<file path="config.mk">
export PLATFORM = sky130hd
export DESIGN_NAME = proj_minhash_sketcher
export DESIGN_NICKNAME = d
export VERILOG_FILES = /design/src/rtl/proj_pkg.sv /design/src/rtl/proj_mix_hash.sv /design/src/rtl/proj_minhash_sketcher.sv
export SDC_FILE = /design/constraint.sdc
export NUM_CORES = 2
export LEC_CHECK = 0
export CAP_MARGIN = 20
export CORE_AREA = 2 2 360 362
export CTS_CLUSTER_DIAMETER = 200
export DETAILED_ROUTE_END_ITERATION = 8
export DIE_AREA = 0 0 362 364
export GPL_TIMING_DRIVEN = 1
export SLEW_MARGIN = 10
export SYNTH_ARGS = -nofsm -noshare
export SYNTH_HDL_FRONTEND = slang
export SYNTH_SLANG_ARGS = --single-unit
</file>
<file path="constraint.sdc">
create_clock -name clk -period 14.65 [get_ports clk]
set_input_delay 2.93 -clock clk [delete_from_list [all_inputs] [get_ports clk]]
set_output_delay 2.93 -clock clk [all_outputs]
set_load 0.02 [all_outputs]
</file>
<file path="src/rtl/proj_pkg.sv">
// ============================================================================
// Module  : proj_pkg
// Brief   : Shared types and constants for the MinHash sketcher slice.
// Revision: 1.0  initial release
// ============================================================================
`default_nettype none

package proj_pkg;

  localparam int unsigned c_DEF_SIG_LEN    = 32;
  localparam int unsigned c_DEF_INDICE_LEN = 10;

  localparam logic [31:0] c_DEFAULT_SEED = 32'hac718add;
  localparam logic [31:0] c_MIX_M1       = 32'h85ebca6b;
  localparam logic [31:0] c_MIX_M2       = 32'hc2b2ae35;

  localparam logic [1:0] c_ST_FILL  = 2'd0;
  localparam logic [1:0] c_ST_RUN   = 2'd1;
  localparam logic [1:0] c_ST_DRAIN = 2'd2;
  localparam logic [1:0] c_ST_EMIT  = 2'd3;

  typedef enum logic [1:0] {
    SK_FILL  = 2'd0,
    SK_RUN   = 2'd1,
    SK_DRAIN = 2'd2,
    SK_EMIT  = 2'd3
  } sketch_state_e;

  typedef struct packed {
    logic [c_DEF_SIG_LEN-1:0]    sig;
    logic [c_DEF_INDICE_LEN-1:0] idx;
    logic                        vld;
  } minhash_entry_t;

endpackage

`default_nettype wire

</file>
<file path="src/rtl/proj_mix_hash.sv">
// ============================================================================
// Module  : proj_mix_hash
// Brief   : Registered k-mer fold (XOR of SIG_LEN chunks) plus murmur-style mix.
// Revision: 1.0  initial release
// ============================================================================
`default_nettype none

module proj_mix_hash
  import proj_pkg::*;
#(
  parameter int          KMER_BITS = 32,
  parameter int          SIG_LEN   = 32,
  parameter logic [31:0] SEED      = c_DEFAULT_SEED
) (
  input  logic                 clk,
  input  logic                 rst,
  input  logic                 in_vld,
  input  logic [KMER_BITS-1:0] in_kmer,
  output logic                 out_vld,
  output logic [SIG_LEN-1:0]   out_sig
);

  localparam int                 c_NCH  = (KMER_BITS + SIG_LEN - 1) / SIG_LEN;
  localparam logic [SIG_LEN-1:0] c_SEED = SIG_LEN'(SEED);
  localparam logic [SIG_LEN-1:0] c_M1   = SIG_LEN'(c_MIX_M1);
  localparam logic [SIG_LEN-1:0] c_M2   = SIG_LEN'(c_MIX_M2);

  logic [c_NCH*SIG_LEN-1:0] w_pad;
  logic [SIG_LEN-1:0]       w_fold;
  logic [SIG_LEN-1:0]       w_h;
  logic                     vld_q;
  logic [SIG_LEN-1:0]       sig_q;

  always_comb begin
    w_pad                = '0;
    w_pad[KMER_BITS-1:0] = in_kmer;
    w_fold               = '0;
    for (int c = 0; c < c_NCH; c++) begin
      w_fold = w_fold ^ w_pad[c*SIG_LEN +: SIG_LEN];
    end
    w_h = w_fold ^ c_SEED;
    w_h = w_h ^ (w_h >> 16);
    w_h = w_h * c_M1;
    w_h = w_h ^ (w_h >> 13);
    w_h = w_h * c_M2;
    w_h = w_h ^ (w_h >> 16);
  end

  always_ff @(posedge clk) begin
    if (rst) begin
      vld_q <= 1'b0;
      sig_q <= '0;
    end else begin
      vld_q <= in_vld;
      if (in_vld) begin
        sig_q <= w_h;
      end
    end
  end

  assign out_vld = vld_q;
  assign out_sig = sig_q;

endmodule

`default_nettype wire

</file>
<file path="src/rtl/proj_minhash_sketcher.sv">
// ============================================================================
// Module  : proj_minhash_sketcher
// Brief   : Streaming bottom-S MinHash sketcher with valid/ready in and out.
//           Define MINHASH_DEDUP_EN to keep only distinct signatures.
// Revision: 1.0  initial release
// ============================================================================
`default_nettype none

module proj_minhash_sketcher
  import proj_pkg::*;
#(
  parameter int          BASE_LEN    = 2,
  parameter int          KMER_LEN    = 16,
  parameter int          SKETCH_SIZE = 8,
  parameter int          INDICE_LEN  = 10,
  parameter int          SIG_LEN     = 32,
  parameter logic [31:0] SEED        = c_DEFAULT_SEED
) (
  input  logic                  clk,
  input  logic                  rst,
  input  logic                  in_valid,
  output logic                  in_ready,
  input  logic [BASE_LEN-1:0]   in_base,
  input  logic                  in_last,
  output logic                  out_valid,
  input  logic                  out_ready,
  output logic [INDICE_LEN-1:0] out_index,
  output logic [SIG_LEN-1:0]    out_sig,
  output logic                  out_last,
  output logic                  out_empty,
  output logic                  overflow
);

  localparam int                    c_KMER_BITS = BASE_LEN * KMER_LEN;
  localparam int                    c_PTR_W     = (SKETCH_SIZE > 1) ? $clog2(SKETCH_SIZE) : 1;
  localparam int                    c_CNT_W     = $clog2(KMER_LEN);
  localparam logic [INDICE_LEN-1:0] c_IDX_MAX   = '1;

  logic [1:0]             state_q, state_d;
  logic [c_KMER_BITS-1:0] kmer_q, kmer_d;
  logic [c_CNT_W-1:0]     cnt_q, cnt_d;
  logic [INDICE_LEN-1:0]  idx_q, idx_d;
  logic                   ovf_q, ovf_d;
  logic                   drain_q, drain_d;
  logic [c_PTR_W-1:0]     ptr_q, ptr_d;
  logic [INDICE_LEN-1:0]  hidx_q;

  logic [SIG_LEN-1:0]     ent_sig_q [SKETCH_SIZE];
  logic [INDICE_LEN-1:0]  ent_idx_q [SKETCH_SIZE];
  logic                   ent_vld_q [SKETCH_SIZE];

  logic                   w_accept;
  logic [c_KMER_BITS-1:0] w_kmer_shift;
  logic                   w_kmer_done;
  logic                   w_hvld;
  logic [SIG_LEN-1:0]     w_hsig;
  logic                   w_ins;
  logic [SKETCH_SIZE-1:0] w_gt;
  logic                   w_emit;
  logic                   w_empty;
  logic                   w_last;
  logic                   w_next_vld;
  logic                   w_clear;
  logic [SIG_LEN-1:0]     w_sel_sig;
  logic [INDICE_LEN-1:0]  w_sel_idx;
  logic [SIG_LEN-1:0]     w_src_sig [SKETCH_SIZE];
  logic [INDICE_LEN-1:0]  w_src_idx [SKETCH_SIZE];
  logic                   w_src_vld [SKETCH_SIZE];

  assign in_ready     = !rst && ((state_q == c_ST_FILL) || (state_q == c_ST_RUN));
  assign w_accept     = in_valid && in_ready;
  assign w_kmer_shift = {kmer_q[c_KMER_BITS-BASE_LEN-1:0], in_base};
  assign w_kmer_done  = w_accept && (state_q == c_ST_RUN);
  assign w_emit       = (state_q == c_ST_EMIT);
  assign w_empty      = !ent_vld_q[0];
  assign w_last       = w_empty || !w_next_vld;
  assign w_clear      = w_emit && out_ready && w_last;

  proj_mix_hash #(
    .KMER_BITS (c_KMER_BITS),
    .SIG_LEN   (SIG_LEN),
    .SEED      (SEED)
  ) u_hash (
    .clk     (clk),
    .rst     (rst),
    .in_vld  (w_kmer_done),
    .in_kmer (w_kmer_shift),
    .out_vld (w_hvld),
    .out_sig (w_hsig)
  );

  always_ff @(posedge clk) begin
    if (w_kmer_done) begin
      hidx_q <= idx_q;
    end
  end

  // Slots are sorted with valid entries packed low, so w_gt is thermometer
  // shaped: the first set bit is the insertion point, ties land after equals.
  always_comb begin
    for (int i = 0; i < SKETCH_SIZE; i++) begin
      w_gt[i] = !ent_vld_q[i] || (ent_sig_q[i] > w_hsig);
    end
  end

`ifdef MINHASH_DEDUP_EN
  logic w_dup;
  always_comb begin
    w_dup = 1'b0;
    for (int i = 0; i < SKETCH_SIZE; i++) begin
      if (ent_vld_q[i] && (ent_sig_q[i] == w_hsig)) begin
        w_dup = 1'b1;
      end
    end
  end
  assign w_ins = w_hvld && !w_dup;
`else
  assign w_ins = w_hvld;
`endif

  for (genvar g = 0; g < SKETCH_SIZE; g++) begin : g_slot
    if (g == 0) begin : g_head
      assign w_src_sig[g] = w_hsig;
      assign w_src_idx[g] = hidx_q;
      assign w_src_vld[g] = 1'b1;
    end else begin : g_tail
      assign w_src_sig[g] = w_gt[g-1] ? ent_sig_q[g-1] : w_hsig;
      assign w_src_idx[g] = w_gt[g-1] ? ent_idx_q[g-1] : hidx_q;
      assign w_src_vld[g] = w_gt[g-1] ? ent_vld_q[g-1] : 1'b1;
    end
  end

  always_ff @(posedge clk) begin
    for (int i = 0; i < SKETCH_SIZE; i++) begin
      if (rst || w_clear) begin
        ent_vld_q[i] <= 1'b0;
      end else if (w_ins && w_gt[i]) begin
        ent_vld_q[i] <= w_src_vld[i];
        ent_sig_q[i] <= w_src_sig[i];
        ent_idx_q[i] <= w_src_idx[i];
      end
    end
  end

  always_comb begin
    state_d = state_q;
    kmer_d  = kmer_q;
    cnt_d   = cnt_q;
    idx_d   = idx_q;
    ovf_d   = ovf_q;
    drain_d = drain_q;
    ptr_d   = ptr_q;
    if (w_accept) begin
      kmer_d = w_kmer_shift;
    end
    case (state_q)
      c_ST_FILL: begin
        if (w_accept) begin
          cnt_d = cnt_q + 1'b1;
          if (in_last) begin
            state_d = c_ST_DRAIN;
          end else if (cnt_q == c_CNT_W'(KMER_LEN - 2)) begin
            state_d = c_ST_RUN;
          end
        end
      end
      c_ST_RUN: begin
        if (w_accept) begin
          if (idx_q == c_IDX_MAX) begin
            ovf_d = 1'b1;
          end else begin
            idx_d = idx_q + 1'b1;
          end
          if (in_last) begin
            state_d = c_ST_DRAIN;
          end
        end
      end
      c_ST_DRAIN: begin
        drain_d = !drain_q;
        if (drain_q) begin
          state_d = c_ST_EMIT;
        end
      end
      default: begin
        if (out_ready) begin
          if (w_last) begin
            state_d = c_ST_FILL;
            cnt_d   = '0;
            idx_d   = '0;
            ovf_d   = 1'b0;
            ptr_d   = '0;
          end else begin
            ptr_d = ptr_q + 1'b1;
          end
        end
      end
    endcase
  end

  always_ff @(posedge clk) begin
    if (rst) begin
      state_q <= c_ST_FILL;
      kmer_q  <= '0;
      cnt_q   <= '0;
      idx_q   <= '0;
      ovf_q   <= 1'b0;
      drain_q <= 1'b0;
      ptr_q   <= '0;
    end else begin
      state_q <= state_d;
      kmer_q  <= kmer_d;
      cnt_q   <= cnt_d;
      idx_q   <= idx_d;
      ovf_q   <= ovf_d;
      drain_q <= drain_d;
      ptr_q   <= ptr_d;
    end
  end

  always_comb begin
    w_sel_sig  = '0;
    w_sel_idx  = '0;
    w_next_vld = 1'b0;
    for (int i = 0; i < SKETCH_SIZE; i++) begin
      if (ptr_q == c_PTR_W'(i)) begin
        w_sel_sig = ent_sig_q[i];
        w_sel_idx = ent_idx_q[i];
      end
    end
    for (int i = 0; i < SKETCH_SIZE - 1; i++) begin
      if (ptr_q == c_PTR_W'(i)) begin
        w_next_vld = ent_vld_q[i+1];
      end
    end
  end

  always_comb begin
    out_valid = w_emit;
    out_sig   = '0;
    out_index = '0;
    out_last  = 1'b0;
    out_empty = 1'b0;
    if (w_emit) begin
      out_last  = w_last;
      out_empty = w_empty;
      if (!w_empty) begin
        out_sig   = w_sel_sig;
        out_index = w_sel_idx;
      end
    end
  end

  assign overflow = ovf_q;

endmodule

`default_nettype wire
</file>
==> summary.md <==
| Metric | Value |
|---|---|
| Distinct cell type count after synthesis | slightly above 90 |
| Outcome | complete, but fails checks |
| Critical Path Fanout Max | 3 |
| Routing usage on met3 | 1.92% |
| Port Buffer Count | between 50 and 60 |
| Final worst slack | -80.9 ps |
| Worst Reg2Reg Path Length in Cells | 49 |
| Crit Path Class | in -> reg |
| I/O pins | 54 |
| Yosys top cell area share | 23.8% |
| Clock Latency Late Sink | 640 ps |
| # hold bufs at CTS | 0 |
| Final worst-path cycle share | 101% |
| Drt pass-1 iters | 7 |
| Slowest stage cell, crit path | fa_2 |
| Maxcap violations | 0 |
| H-tree levels | 2 |
| Area delta synth->final | 17.7% |
| Num rows | 132 |
| Chip width | approximately 360 um |
| EDFF count, synth | 354 |
| CP required | 15180 ps |
| CTS Sinks | 438 |
| Final Critical Period | 14730 ps |
| Vias in the first global route | 32800 |
| Hold Path End | kmer_q[5] |
| RSZ-0062 raised after global routing | yes |
| CP Capture Type | flop |
| Critical Path Source | in_base[1] |
| Cell taking the most area after synthesis | edfxtp_1 |
| Die area | between 100000 and 150000 um2 |
| Top delay family on crit path | adder cells |
| Hold Crit Class | reg -> reg |
| Crit-path max cell delay | 570 ps |
| #FFs+latches synth | 438 |
| Die H | 364 um |
| Core area | 128000 um2 |
| Grt met2 use | 31.1% |
| Wirelength, routed | ~120000 um |
| Hold Crit Depth | 2 |
| Relative slew margins | 26.6% |
| Initial Util | 34.8% |
| Diodes inserted | 0 |
| F_max | 0.0679 GHz |
| Nets | 5627 |
| TNS Setup | -213 ps |
| Largest cells by area after synthesis | edfxtp_1 24%, ha_1 18%, fa_1 17% |
| Register area share after synthesis | approximately 28% |
| Detailed Route Iter0 Violations | 1787 |
| CP Launch Type | primary input |
| Synthesized instance count | 4243 |
| Mapped Avg Cell Area | around 11 um2 |
| CTS tree | yes |
| Gpl congestion | 0.919 |
| Filler cell count | 12300 |
| Clk root buf | clkbuf_16 |
| HP Start | kmer_q[3] |
| R2r startpoint | kmer_q[1] |
| Hold Slack | 473 ps |
| Final Max Tran Viols | 0 |
| Worst Max-Slew Pin Slew | 1090 ps |
| Failing checks | setup timing |
| Busiest layer in global routing | met2 |
| Top_reg_cell synth | edfxtp_1 |
| Post-route antenna net violation count | 0 |
| Yosys warnings | 0 |
| Storage cell area | 12300 um2 |
| Via-to-Cell Ratio | approximately 5.0 |
| Gr usage total | 18.9% |
| Total grt overflow | 0 |
| Reg2reg end | u_hash.out_sig[15] |
| Final setup fails | 3 |
| Cts bufs inserted | 51 |
| Residual DRC | 0 |
| Final hold violations | 0 |
| GRT met1 Usage | 26.7% |
| DP Wirelength | 102000 um |
| Placed cells | 6190 |
| CTS Buffer Depth | 3 |
| Ys async rst share | 0% |
| Total number of vias | around 32000 |
| Fin cells | 6316 |
| Reg-to-reg slack, setup | between 800 and 900 ps |
| Initial antenna violation count | 2 |
| Layout cell share with drive strength beyond 1 | 20.3% |
| Buf/Inv on CP | 13 |
| Largest net degree at the start of global routing | between 80 and 90 |
| First-pass GRT wire length | 194000 um |
| Clock Skews | roughly 40 ps |
| Wire per inst | slightly below 20 um |
| Area of the multi-input gates | 30000 um2 |
| WP data arrival | between 15000 and 20000 ps |
| Register clock-pin slew on the reported worst setup and hold paths | 60 ps |
| Mapped cell area | 44600 um2 |
| Syn_nets | 5271 |
==> routing by layer <==
layer / wire length, um / vias up
met4: 2530 / 0
met3: 4800 / 130
met5: 0 / -
met2: 58000 / 610
li1: - / 15300
met1: 59300 / 15900
==> kinds of logic after synthesis <==
| family | Yosys count | share of synthesized area [%] |
|---|---|---|
| fa+ha+maj | 1021 | 35.0 |
| simple gates | 697 | 7.38 |
| mux | 297 | 7.49 |
| compound gates | 710 | 10.7 |
| flops | 438 | 27.6 |
| xor+xnor | 201 | 4.33 |
| buf+inv | 879 | 7.45 |
==> state kept, by name (all words and copies together), names as in the netlist <==
| name | count |
|---|---|
| cnt_q | 4 |
| drain_q | 1 |
| ent_idx_q | 80 |
| ent_sig_q | 256 |
| ent_vld_q | 8 |
| hidx_q | 10 |
| idx_q | 10 |
| kmer_q | 30 |
| overflow | 1 |
| ptr_q | 3 |
| state_q | 2 |
| u_hash.out_sig | 32 |
| u_hash.out_vld | 1 |
==> through the flow <==
| stage | util (%) | setup WS (ps) | instance area, um2 |
|---|---|---|---|
| 2_1_floorplan | - | -339 | 44900 |
| 3_3_place_gp | 38.9 | -1430 | 49900 |
| 3_5_place_dp | 38.9 | -1570 | 49900 |
| 4_1_cts | 40.5 | -25.2 | 51900 |
| 5_1_grt | 40.9 | -552 | 52500 |
| 6_report | 40.9 | -80.9 | 52500 |
==> final cells by class <==
cell class	count	share of cell area (%)
Multi-Input combinational cell	2926	57.1
Sequential cell	438	23.5
Timing Repair Buffer	462	6.98
Inverter	720	5.16
Tap cell	1675	3.99
Clock buffer	68	2.85
Clock inverter	27	0.470
==> worst min-delay path, cell delays in order (launching register included) <==
cell,delay (ps)
dfxtp_1,330
nand2_1,60
nand2_1,40
==> cell usage in the layout (no fill, tap or decap), types with 11 or more instances in the layout <==
cell type,netlist,final
edfxtp_1,354,354
xnor2_1,145,129
mux2_1,47,47
o21ai_1,14,13
ha_1,643,612
clkdlybuf4s50_1,0,50
a21oi_2,5,12
o311ai_0,41,41
nand2b_1,30,27
fa_2,0,11
o211ai_1,44,44
xnor2_2,3,14
nor2b_1,39,36
fa_1,378,367
a21oi_1,164,152
o21a_1,55,55
a221oi_1,44,44
inv_2,3,22
nor3_1,16,16
mux2_2,248,247
buf_4,1,399
nand2_1,208,197
nor2_1,235,229
a21o_1,105,105
nand3b_1,20,20
a211oi_1,25,18
xor2_1,41,36
nand4_1,65,65
clkbuf_16,0,56
nand3_1,15,13
o31ai_1,16,15
inv_1,716,697
ha_4,0,24
o21ai_0,139,136
dfxtp_1,84,84
==> how the worst max path moves through the flow <==
| stage | endpoint | slack (ps) | cells past startpoint |
|---|---|---|---|
| floorplan | u_hash.out_sig[15] | -340 | 55 |
| global placement | u_hash.out_sig[15] | -1430 | 55 |
| detailed placement | u_hash.out_sig[15] | -1570 | 53 |
| CTS | u_hash.out_sig[15] | -30 | 55 |
| global route | u_hash.out_sig[14] | -550 | 56 |
| finish | u_hash.out_sig[15] | -80 | 55 |
==> synthesized netlist by cell type (all sizes together) (46+ instances only) <==
cell and number:
edfxtp 354, clkbuf 139, xor2 47, a221oi 46
nand2 208, mux2 295, nor2 236, ha 643
fa 378, a21oi 169, nand4 65, xnor2 149
inv 719, a21o 105, dfxtp 84, o21a 55
o21ai 159
==> what timing repair did <==
item                                    CTS  global route
resized for setup                        54            73
endpoints found under the setup margin   20            19
setup buffers                            17            15
pin swaps                                82            79
Power is not shown: default switching activity piles up to over one toggle a cycle in this logic, so the estimate is an artifact.
